--- src/rtl/dmem_arbiter.sv ---
// Two-master arbiter for the single-port data memory.
// Master 0 is the core LSU and master 1 is DMA/debug. Grants are combinational.
// Responses come back through a fixed-latency tag pipeline, in acceptance order.
module dmem_arbiter #(
  parameter int MEM_LATENCY = 1,
  parameter bit RR_EN       = 1'b1
) (
  input  logic        clk_i,
  input  logic        rst_ni,
  input  logic        m0_req_i,
  input  logic        m0_we_i,
  input  logic [31:0] m0_addr_i,
  input  logic [31:0] m0_wdata_i,
  input  logic [3:0]  m0_be_i,
  output logic        m0_gnt_o,
  output logic        m0_rvalid_o,
  output logic [31:0] m0_rdata_o,
  input  logic        m1_req_i,
  input  logic        m1_we_i,
  input  logic [31:0] m1_addr_i,
  input  logic [31:0] m1_wdata_i,
  input  logic [3:0]  m1_be_i,
  output logic        m1_gnt_o,
  output logic        m1_rvalid_o,
  output logic [31:0] m1_rdata_o,
  output logic        dmem_req_o,
  output logic        dmem_we_o,
  output logic [31:0] dmem_addr_o,
  output logic [31:0] dmem_wdata_o,
  output logic [3:0]  dmem_be_o,
  input  logic        dmem_gnt_i,
  input  logic [31:0] dmem_rdata_i,
  output logic        busy_o
);

  // Last-granted master: 0 = m0, 1 = m1.
  logic                   last_m1_q;
  logic                   sel_m1;
  logic                   req_any;
  logic                   accept;
  logic [MEM_LATENCY-1:0] vld_p;
  logic [MEM_LATENCY-1:0] id_p;
  logic [MEM_LATENCY-1:0] we_p;
  logic                   rsp_vld;
  logic                   rsp_id;
  logic                   rsp_we;

  // Pick the winner. On a tie, round-robin favours the master not granted last.
  always_comb begin
    sel_m1 = 1'b0;
    if (m0_req_i && m1_req_i) begin
      sel_m1 = RR_EN ? ~last_m1_q : 1'b0;
    end else begin
      sel_m1 = m1_req_i;
    end
    req_any = (m0_req_i | m1_req_i) & rst_ni;
    accept  = req_any & dmem_gnt_i;
  end

  // Steer the winner's fields to DMEM. The byte enables are blanked on loads.
  always_comb begin
    dmem_req_o   = 1'b0;
    dmem_we_o    = 1'b0;
    dmem_addr_o  = 32'h0;
    dmem_wdata_o = 32'h0;
    dmem_be_o    = 4'h0;
    m0_gnt_o     = 1'b0;
    m1_gnt_o     = 1'b0;
    if (req_any) begin
      dmem_req_o   = 1'b1;
      dmem_we_o    = sel_m1 ? m1_we_i    : m0_we_i;
      dmem_addr_o  = sel_m1 ? m1_addr_i  : m0_addr_i;
      dmem_wdata_o = sel_m1 ? m1_wdata_i : m0_wdata_i;
      dmem_be_o    = dmem_we_o ? (sel_m1 ? m1_be_i : m0_be_i) : 4'h0;
      m0_gnt_o     = accept & ~sel_m1;
      m1_gnt_o     = accept &  sel_m1;
    end
  end

  // Control state: the pointer moves only on acceptance. The valid pipeline shifts every cycle.
  always_ff @(posedge clk_i or negedge rst_ni) begin
    if (!rst_ni) begin
      last_m1_q <= 1'b1;
      vld_p     <= '0;
    end else begin
      if (accept) begin
        last_m1_q <= sel_m1;
      end
      // stage 0: tag captured on acceptance; later stages follow memory latency
      vld_p[0] <= accept;
      for (int i = 1; i < MEM_LATENCY; i++) begin
        vld_p[i] <= vld_p[i-1];
      end
    end
  end

  // Tag payload (id, we) travels alongside vld_p and needs no reset.
  always_ff @(posedge clk_i) begin
    id_p[0] <= sel_m1;
    we_p[0] <= dmem_we_o;
    for (int i = 1; i < MEM_LATENCY; i++) begin
      id_p[i] <= id_p[i-1];
      we_p[i] <= we_p[i-1];
    end
  end

  // Pipeline output: route the response to its owner. Stores return zero data.
  always_comb begin
    rsp_vld     = vld_p[MEM_LATENCY-1] & rst_ni;
    rsp_id      = id_p[MEM_LATENCY-1];
    rsp_we      = we_p[MEM_LATENCY-1];
    m0_rvalid_o = rsp_vld & ~rsp_id;
    m1_rvalid_o = rsp_vld &  rsp_id;
    m0_rdata_o  = (m0_rvalid_o && !rsp_we) ? dmem_rdata_i : 32'h0;
    m1_rdata_o  = (m1_rvalid_o && !rsp_we) ? dmem_rdata_i : 32'h0;
    busy_o      = |vld_p;
  end

  // A pending request must stay asserted until it is granted.
  m0_hold_a: assert property (@(posedge clk_i) disable iff (!rst_ni)
    (m0_req_i && !m0_gnt_o) |=> m0_req_i);
  m1_hold_a: assert property (@(posedge clk_i) disable iff (!rst_ni)
    (m1_req_i && !m1_gnt_o) |=> m1_req_i);

endmodule

--- config.mk ---
export PLATFORM = sky130hd
export DESIGN_NAME = dmem_arbiter
export DESIGN_NICKNAME = d
export VERILOG_FILES = /design/src/rtl/dmem_arbiter.sv
export SDC_FILE = /design/constraint.sdc
export NUM_CORES = 1
export LEC_CHECK = 0
export ABC_CLOCK_PERIOD_IN_PS = 1300
export BUFFER_PORTS_ARGS = -buffer_cell sky130_fd_sc_hd__buf_2
export CAP_MARGIN = 20
export CORE_AREA = 2 2 122 124
export CTS_CLUSTER_SIZE = 16
export DETAILED_ROUTE_END_ITERATION = 8
export DIE_AREA = 0 0 124 126
export PLACE_DENSITY_LB_ADDON = 0.12
export SYNTH_ARGS = -nofsm -noshare
export SYNTH_HDL_FRONTEND = slang
export SYNTH_SLANG_ARGS = --single-unit
--- constraint.sdc ---
create_clock -name clk_i -period 1.3 [get_ports clk_i]
set_input_delay 0.26 -clock clk_i [delete_from_list [all_inputs] [get_ports clk_i]]
set_output_delay 0.26 -clock clk_i [all_outputs]
set_load 0.03 [all_outputs]
Word-level counts from Yosys, hierarchy flattened

Cells that the tools add are included.

Flip-flop bits (word level): 4
Bits in latches: 0
RAM bits: 0
Memory bits (read-only): 0
Input port bits: 175
Output and inout bits: 139
Logic and storage cells: 34
Memories: 0

Add/sub/neg operators: 0
Multipliers: 0
Div/mod/pow operators: 0
$lt $le $gt $ge: 0
Eq/ne operators: 0
Shifts and indexed selects: 0
Multiplexer cells: 15
Bitwise gates (word level): 11
Reductions and logical operators: 4

Operators by type and width:

| operator          | count |
|---|---|
| 32-bit 2-to-1 mux | 6 |
| 4-bit 2-to-1 mux  | 3 |
| 1-bit bitwise AND | 7 |
| 1-bit 2-to-1 mux  | 6 |
| 1-bit logical AND | 3 |
| 1-bit NOT         | 3 |
| 1-bit zero test   | 1 |
| 1-bit bitwise OR  | 1 |

Longest topological paths before layout

Gate-level depths: netlist of the first run.

Depth after elaboration: 5
Mapped depth: 6
Mapped depth without buffers: 4

Worst setup path before layout of the first run

No wires, ideal clock.

Kind: reg2out
From: register vld_p (netlist: busy_o)
To: output m1_rdata_o[10]
Arrival time: 1,584 ps
Data required time: 1,040 ps
Setup slack: -544 ps
Stages on the path, launching flop included: 5
Path buffers: 1
Cells stage by stage: dfrtp_1 and3_1 and2b_1 clkbuf_2 and2_1

Cells in the longest elaborated chain, start to end: 4

RTL lines:

| what                            | RTL line | text |
|---|---|---|
| start, declared                 | 41       | `logic [MEM_LATENCY-1:0] vld_p;` |
| start signal, assigned by index | 92       | `vld_p[i] <= vld_p[i-1];` |
| 1-bit bitwise AND               | 109      | `rsp_vld = vld_p[MEM_LATENCY-1] & rst_ni;` |
| 1-bit bitwise AND               | 113      | `m1_rvalid_o = rsp_vld & rsp_id;` |
| net m1_rvalid_o                 | 24       | `output logic m1_rvalid_o,` |
| 1-bit logical AND               | 115      | `m1_rdata_o = (m1_rvalid_o && !rsp_we) ? dmem_rdata_i : 32'h0;` |
| 32-bit 2-to-1 mux               | 115      |  |
| end, declared                   | 25       | `output logic [31:0] m1_rdata_o,` |

The timed path passes the listed nets, and every way through them passes these cells.

Worst setup path after layout of the first run

From: register last_m1_q
To: output dmem_be_o[3]

Cells in the longest elaborated chain, start to end: 5
Elaborated cells on any way between the ends: 6
Classes of those cells: mux: 5; bitwise: 1

RTL lines:

| what                                                        | RTL line | text |
|---|---|---|
| start, declared                                             | 37       | `logic last_m1_q;` |
| start signal, assigned                                      | 87       | `last_m1_q <= sel_m1;` |
| 1-bit NOT (*)                                               | 52       | `sel_m1 = RR_EN ? ~last_m1_q : 1'b0;` |
| 1-bit 2-to-1 mux (*)                                        | 51       | `if (m0_req_i && m1_req_i) begin` |
| 4-bit 2-to-1 mux / 1-bit 2-to-1 mux (equally long branches) | 74, 71   |  |
| 4-bit 2-to-1 mux (*)                                        | 74       | `dmem_be_o = dmem_we_o ? (sel_m1 ? m1_be_i : m0_be_i) : 4'h0;` |
| 4-bit 2-to-1 mux (*)                                        | 69       | `if (req_any) begin` |
| end, declared                                               | 30       | `output logic [3:0] dmem_be_o,` |

Every way passes the cells marked *; elsewhere a longest branch is shown, timed or not.

==> results.cfg, run 1 <==
[critical_path]
setup.worst_path.start_class = flip-flop
slowest_delay_ns = 0.53
critPathCaptureType = output port
cp_max_fo = 7
crit_arrival_ns = 1.63
crit_chain = a21bo_4, inv_8, a32oi_4, buf_12, a21oi_2, buf_6
crit_family = flip-flops
critPathBufInv = 3
critPathSlowestCell = dfstp_2
crit_type = flip-flop to output port
worstPathRequired_ns = 1.04

[drt]
wl_per_cell_um = 15.6
drt_iter0_markers = 50
postRouteAntennaNets = 0
vias = 3482
drt_pass1_iterations = 4
drt-total-wl_mm = 13.1
drc_errors = 0
viasPerCell = 4.15

[yosys]
netlist.area_leader.share_pct = 31.0
synth_simple_gate_area_share_pct = 58.5
synthTopCellsByArea = nand2_1 (31%), and2_1 (25%), a21oi_1 (21%)
syn_inst = 319
synth_edf_count = 0
synth.most_common_cell = nand2_1
synth_area_sq_um = 1660
synth-adder-area-share_pct = 0
synth_mux_area_share_pct = 0
yosys.area.top_type = nand2_1
ys_async_sr_fraction_pct = 50.0
synth_warnings = 0
avgSynthCellArea_sq_um = 5.19
ys_top_cells_by_count = nand2_1 (137), a21oi_1 (68), and2_1 (66)
synth-seq-area-share_pct = 5.51
syn_nets = 494
synth_compound_area_share_pct = 22.9
synth_seq_cells = 4
synth_cell_type_count = 22
synth_ff_type = dfxtp_1
synth_top_family_by_area = simple AND/OR/NAND/NOR gates
synth_xor_xnor_area_share_pct = 0

[cells_and_area]
finalNonFillerCells = 840
n_fill_cell = 1395
area_growth_pct = 262
drive_above_1_share_pct = 80.5
final_area_sq_um = 5990
diodes = 0
fin_nets = 832

[sta]
slew_headroom_pct = 81.0
layout_setup_ws_ns = -0.590
max_freq_ghz = 0.529
final_max_slew_viol_count = 0
setup_violations = 139
fin_skew_ns = 0.00379
whs_ns = 0.317
worst-slew-pin-transition_ns = 0.286
layout_min_cycle_time_ns = 1.89
hold_violations = 0
setup_tns_ns = -64.13
fin_crit_sh_pct = 145
rsz0062_at_grt = true

[floorplanning]
placementRows = 44
coreArea_sq_um = 14300
fp.dieW_um = 124
die_area_sq_um = 15600
io_pins = 314
start_util_pct = 11.6
dieHeight_um = 126

[clocking]
cts_made_buffers = 3
clock_sinks = 4
clk_latency_ns = 0.23
cts_max_level = 1
cts_tree = done
clk_pin_slew_ns = 0.03
clk_path_buf_depth = 2
clockRootBuffer = clkbuf_16

[outcome]
status = complete, but fails checks
failed_checks = setup timing

[placed_design]
io_buffers = 313
preCtsSetupSlack_ns = -0.480
place.gp.congestion = 0.762
hpwl_mm = 9.39
placed_cell_area_sq_um = 4540
post-place-cells = 814

[grt]
grt_pass1_vias = 3711
track_usage_pct = 15.2
overflow = 0
grt_max_degree = 32
grt_pass1_wl_mm = 18.6
grt_antenna_before_repair = 0

[power_and_ir_drop]
internal_power_uw = 1610
pwr-share-clk_pct = 16.9
power_switching_uw = 1340
p_comb_share_pct = 78.0
p_leak_uw = 0.00282
ir_worst_vdd_uv = 277
seqPwrFrac_pct = 5.1
p_sw_share_pct = 45.6
power_density_nw_per_um2 = 492

[job]
maxCapViolCount = 0

[min_path]
hold_path.class = input pin to async pin
what timing repair did:
action,4_1_cts,5_1_grt
buffers inserted,13,6
endpoints found under the setup margin,139,141
hold endpoints to repair,1,0
gates cloned,9,3
resized for setup,333,28
hold buffers,1,0
pin swaps,31,6
power by group through the flow:
| stage | registers [uW] | logic, uW | clock network [uW] |
|---|---|---|---|
| floorplan | 152 | 1200 | 0 |
| global placement | 150 | 1820 | 0 |
| detailed placement | 151 | 1840 | 0 |
| CTS | 150 | 2270 | 503 |
| global route | 151 | 2450 | 522 |
| finish | 150 | 2300 | 498 |
registers in the layout, summed over array words and instances, names as in the netlist:
name	flops
last_m1_q	1
rsp_we	1
id_p	1
busy_o	1
cell families (layout without fill, tap and decap cells):
group	count (synthesis)	count (layout)
and+or+nand+nor	210	210
AOI/OAI and AO/OA	73	73
buffers and inverters	32	369
DFF	4	4
worst paths after layout:
kind                       slack (ns)               endpoint                   from  cells after the start
min in group clk_i               0.52       busy_o$_DFF_PN0_             dmem_gnt_i                      5
setup / recovery                -0.59           dmem_be_o[3]  last_m1_q$_DFFE_PN1N_                      6
hold / removal                   0.32  last_m1_q$_DFFE_PN1N_                 rst_ni                      3
hold reg to reg                  0.64  last_m1_q$_DFFE_PN1N_  last_m1_q$_DFFE_PN1N_                      2
setup reg to reg                -0.05         rsp_we$_DFF_P_  last_m1_q$_DFFE_PN1N_                      5
max in group asynchronous        0.72       busy_o$_DFF_PN0_                 rst_ni                      2
cell usage in the layout, fill, tap and decap left out, types with 2 or more instances in the layout:
cell and count:
a21oi_2 2, a21oi_4 66, and2_1 2, and2_4 64
buf_12 15, buf_16 2, buf_2 172, buf_4 18
buf_6 146, buf_8 3, bufbuf_16 2, clkbuf_16 5
inv_4 2, nand2_1 119, nand2_2 15, nand2_4 2
nor2_4 2
area by class of cell:
| cell class | count | area [sq um] | area share (%) |
|---|---|---|---|
| Sequential cell | 4 | 93.8 | 1.57 |
| Inverter | 4 | 27.5 | 0.459 |
| Clock buffer | 4 | 78.8 | 1.32 |
| Multi-Input combinational cell | 283 | 2390 | 40.0 |
| Tap cell | 184 | 230 | 3.84 |
| Timing Repair Buffer | 361 | 3170 | 52.8 |
through the flow:
| stage | total power [uW] | util, % |
|---|---|---|
| finish | 2950 | 41.9 |
| global route | 3120 | 41.9 |
| CTS | 2930 | 41.8 |
| detailed placement | 1990 | 31.7 |
| global placement | 1970 | 31.7 |
| floorplan | 1350 | - |
layer usage:
metal / routed length, um / up-vias / track usage [%]
met1: 4310 / 1600 / 14.4
li1: - / 1684 / -
met3: 1350 / 6 / 4.26
met5: 0 / - / 0
met4: 95 / 0 / 1.32
met2: 7360 / 192 / 32.4
worst reg2reg max path, cell delays in order (launching register included):
cell and delay, ns:
dfstp_2 0.53, a21bo_4 0.19, inv_8 0.08, a32oi_4 0.26, buf_6 0.15, inv_4 0.03
Power figures use the tool's default switching activity.
==> run 2, diff against run 1 <==
--- a/config.mk
+++ b/config.mk
@@ -13,6 +13,7 @@
 export DETAILED_ROUTE_END_ITERATION = 8
 export DIE_AREA = 0 0 124 126
 export PLACE_DENSITY_LB_ADDON = 0.12
+export SKIP_LAST_GASP = 1
 export SYNTH_ARGS = -nofsm -noshare
 export SYNTH_HDL_FRONTEND = slang
 export SYNTH_SLANG_ARGS = --single-unit
==> run 2 against run 1 <==
  * The run still ends with setup timing left
  * Flip-flop and latch count unchanged
  * Worst hold slack better by 0.0021 ns
  * First-iteration DRC count stayed put
==> results.cfg, run 2 (synthesized netlist as in run 1, its figures left out) <==
[cells_and_area]
area_growth_pct = 254
fin_nets = 833
n_fill_cell = 1432
drive_above_1_share_pct = 79.6
mostFrequentLayoutCell = buf_2
layout_common_cells = buf_2 (183), nand2_1 (124), buf_6 (121), a21oi_4 (66), and2_4 (64)
finalNonFillerCells = 842

[power_and_ir_drop]
p_sw_share_pct = 45.8
ir_worst_vdd_uv = 280
p_comb_share_pct = 77.5
power_switching_uw = 1320
p_leak_uw = 0.00280
pwr-share-clk_pct = 17.3
power_density_nw_per_um2 = 492
internal_power_uw = 1560
seqPwrFrac_pct = 5.2

[placed_design]
io_buffers = 313
place.gp.congestion = 0.762
hpwl_mm = 9.39
post-place-cells = 814

[clocking]
cts_max_level = 1
clk_latency_ns = 0.23
clk_pin_slew_ns = 0.03
cts_made_buffers = 3
cts_tree = done
clock_sinks = 4
clk_path_buf_depth = 2
clockRootBuffer = clkbuf_16

[floorplanning]
io_pins = 314
dieHeight_um = 126
die_area_sq_um = 15600
coreArea_sq_um = 14300
start_util_pct = 11.6
placementRows = 44
fp.dieW_um = 124

[grt]
grt_max_degree = 32
grt_pass1_vias = 3682
grt_antenna_before_repair = 1
grt_pass1_wl_mm = 18.6
track_usage_pct = 15.2
overflow = 0

[critical_path]
cp_max_fo = 7
worstPathRequired_ns = 1.04
setup.worst_path.start_class = flip-flop
reg2reg_depth = 5
critPathSlowestCell = dfstp_2
slowest_delay_ns = 0.53
crit_chain = a21bo_4, inv_8, a32oi_4, buf_12, a21oi_2, buf_6
critPathCaptureType = output port
reg2reg_slack_ns = -0.06
reg2reg_to = last_m1_q$_DFFE_PN1N_
crit_type = flip-flop to output port
worstReg2RegStart = last_m1_q$_DFFE_PN1N_
crit_arrival_ns = 1.64

[drt]
top_layer = met4
postRouteAntennaNets = 0
drt_pass1_iterations = 4
drc_errors = 0
drt-total-wl_mm = 13.0
wl_per_cell_um = 15.5
viasPerCell = 4.11
dr_wl_met2_mm = 7.26
vias = 3462
drt_iter0_markers = 50
wl_met3_mm = 1.32
wl_met1_mm = 4.37

[sta]
layout_setup_ws_ns = -0.600
rsz0062_at_grt = true
max_freq_ghz = 0.526
layout_min_cycle_time_ns = 1.90
worst-slew-pin-transition_ns = 0.285
slew_headroom_pct = 81.0
hold_violations = 0
setup_tns_ns = -65.81
fin_skew_ns = 0.00410
final_max_slew_viol_count = 0
setup_violations = 139
fin_crit_sh_pct = 146

[job]
maxCapViolCount = 0

[min_path]
hold_path.class = input pin to async pin

[outcome]
failed_checks = setup timing
status = complete, but fails checks
## run 2: power by group through the flow
stage / clock network [uW] / registers, uW / logic (uW)
after detailed placement: 0 / 151 / 1840
after global routing: 522 / 152 / 2380
after floorplan: 0 / 152 / 1200
final: 497 / 151 / 2230
after global placement: 0 / 150 / 1820
after CTS: 503 / 150 / 2180
## run 2: critical path: cells and delay by family, from the launching register on
family	cells	cell delay [ns]
DFF	1	0.53
AOI/OAI and AO/OA	3	0.50
buffers and inverters	3	0.38
## run 2: worst max-delay path by stage
stage	from	to	slack (ns)	depth (start not counted)
global placement	last_m1_q$_DFFE_PN1N_	dmem_be_o[3]	-0.49	6
floorplan	last_m1_q$_DFFE_PN1N_	dmem_addr_o[21]	-0.26	6
CTS	last_m1_q$_DFFE_PN1N_	dmem_be_o[3]	-0.60	6
global route	last_m1_q$_DFFE_PN1N_	dmem_be_o[3]	-0.68	6
detailed placement	last_m1_q$_DFFE_PN1N_	dmem_be_o[3]	-0.48	6
finish	last_m1_q$_DFFE_PN1N_	dmem_be_o[3]	-0.60	6
## run 2: final cells by class
class / count / area, sq um / area share (%)
diodes: 1 / 2.50 / 0.0427
clock buffers: 4 / 78.8 / 1.35
inverters: 4 / 27.5 / 0.470
multi-input cells: 283 / 2360 / 40.3
flip-flops and latches: 4 / 93.8 / 1.60
well taps: 184 / 230 / 3.93
repair buffers: 362 / 3060 / 52.3
## run 2: repair_timing
item / CTS / global route
setup endpoints to repair: 139 / 141
endpoints found under the hold margin: 1 / 0
setup buffers: 13 / 7
pin swaps: 30 / 6
gates cloned: 9 / 3
hold buffers: 1 / 0
gates resized for setup: 270 / 52
## run 2: per-layer routing
metal  GRT usage, %  up-vias
met4           1.32        0
met2           32.4      192
met3           3.89        6
li1               -     1688
met5              0        -
met1           14.5     1576
## run 2: through the flow
step | worst slack [ns] | hold WS, ns | util, % | power, uW | cell area (sq um)
after global routing | -0.678 | 0.341 | 40.9 | 3060 | 5860
after detailed placement | -0.480 | 0.0801 | 31.7 | 1990 | 4540
after global placement | -0.486 | 0.0813 | 31.7 | 1970 | 4540
after CTS | -0.598 | 0.322 | 40.3 | 2830 | 5770
final | -0.600 | 0.320 | 40.9 | 2880 | 5860
after floorplan | -0.265 | -0.0356 | - | 1350 | 2580
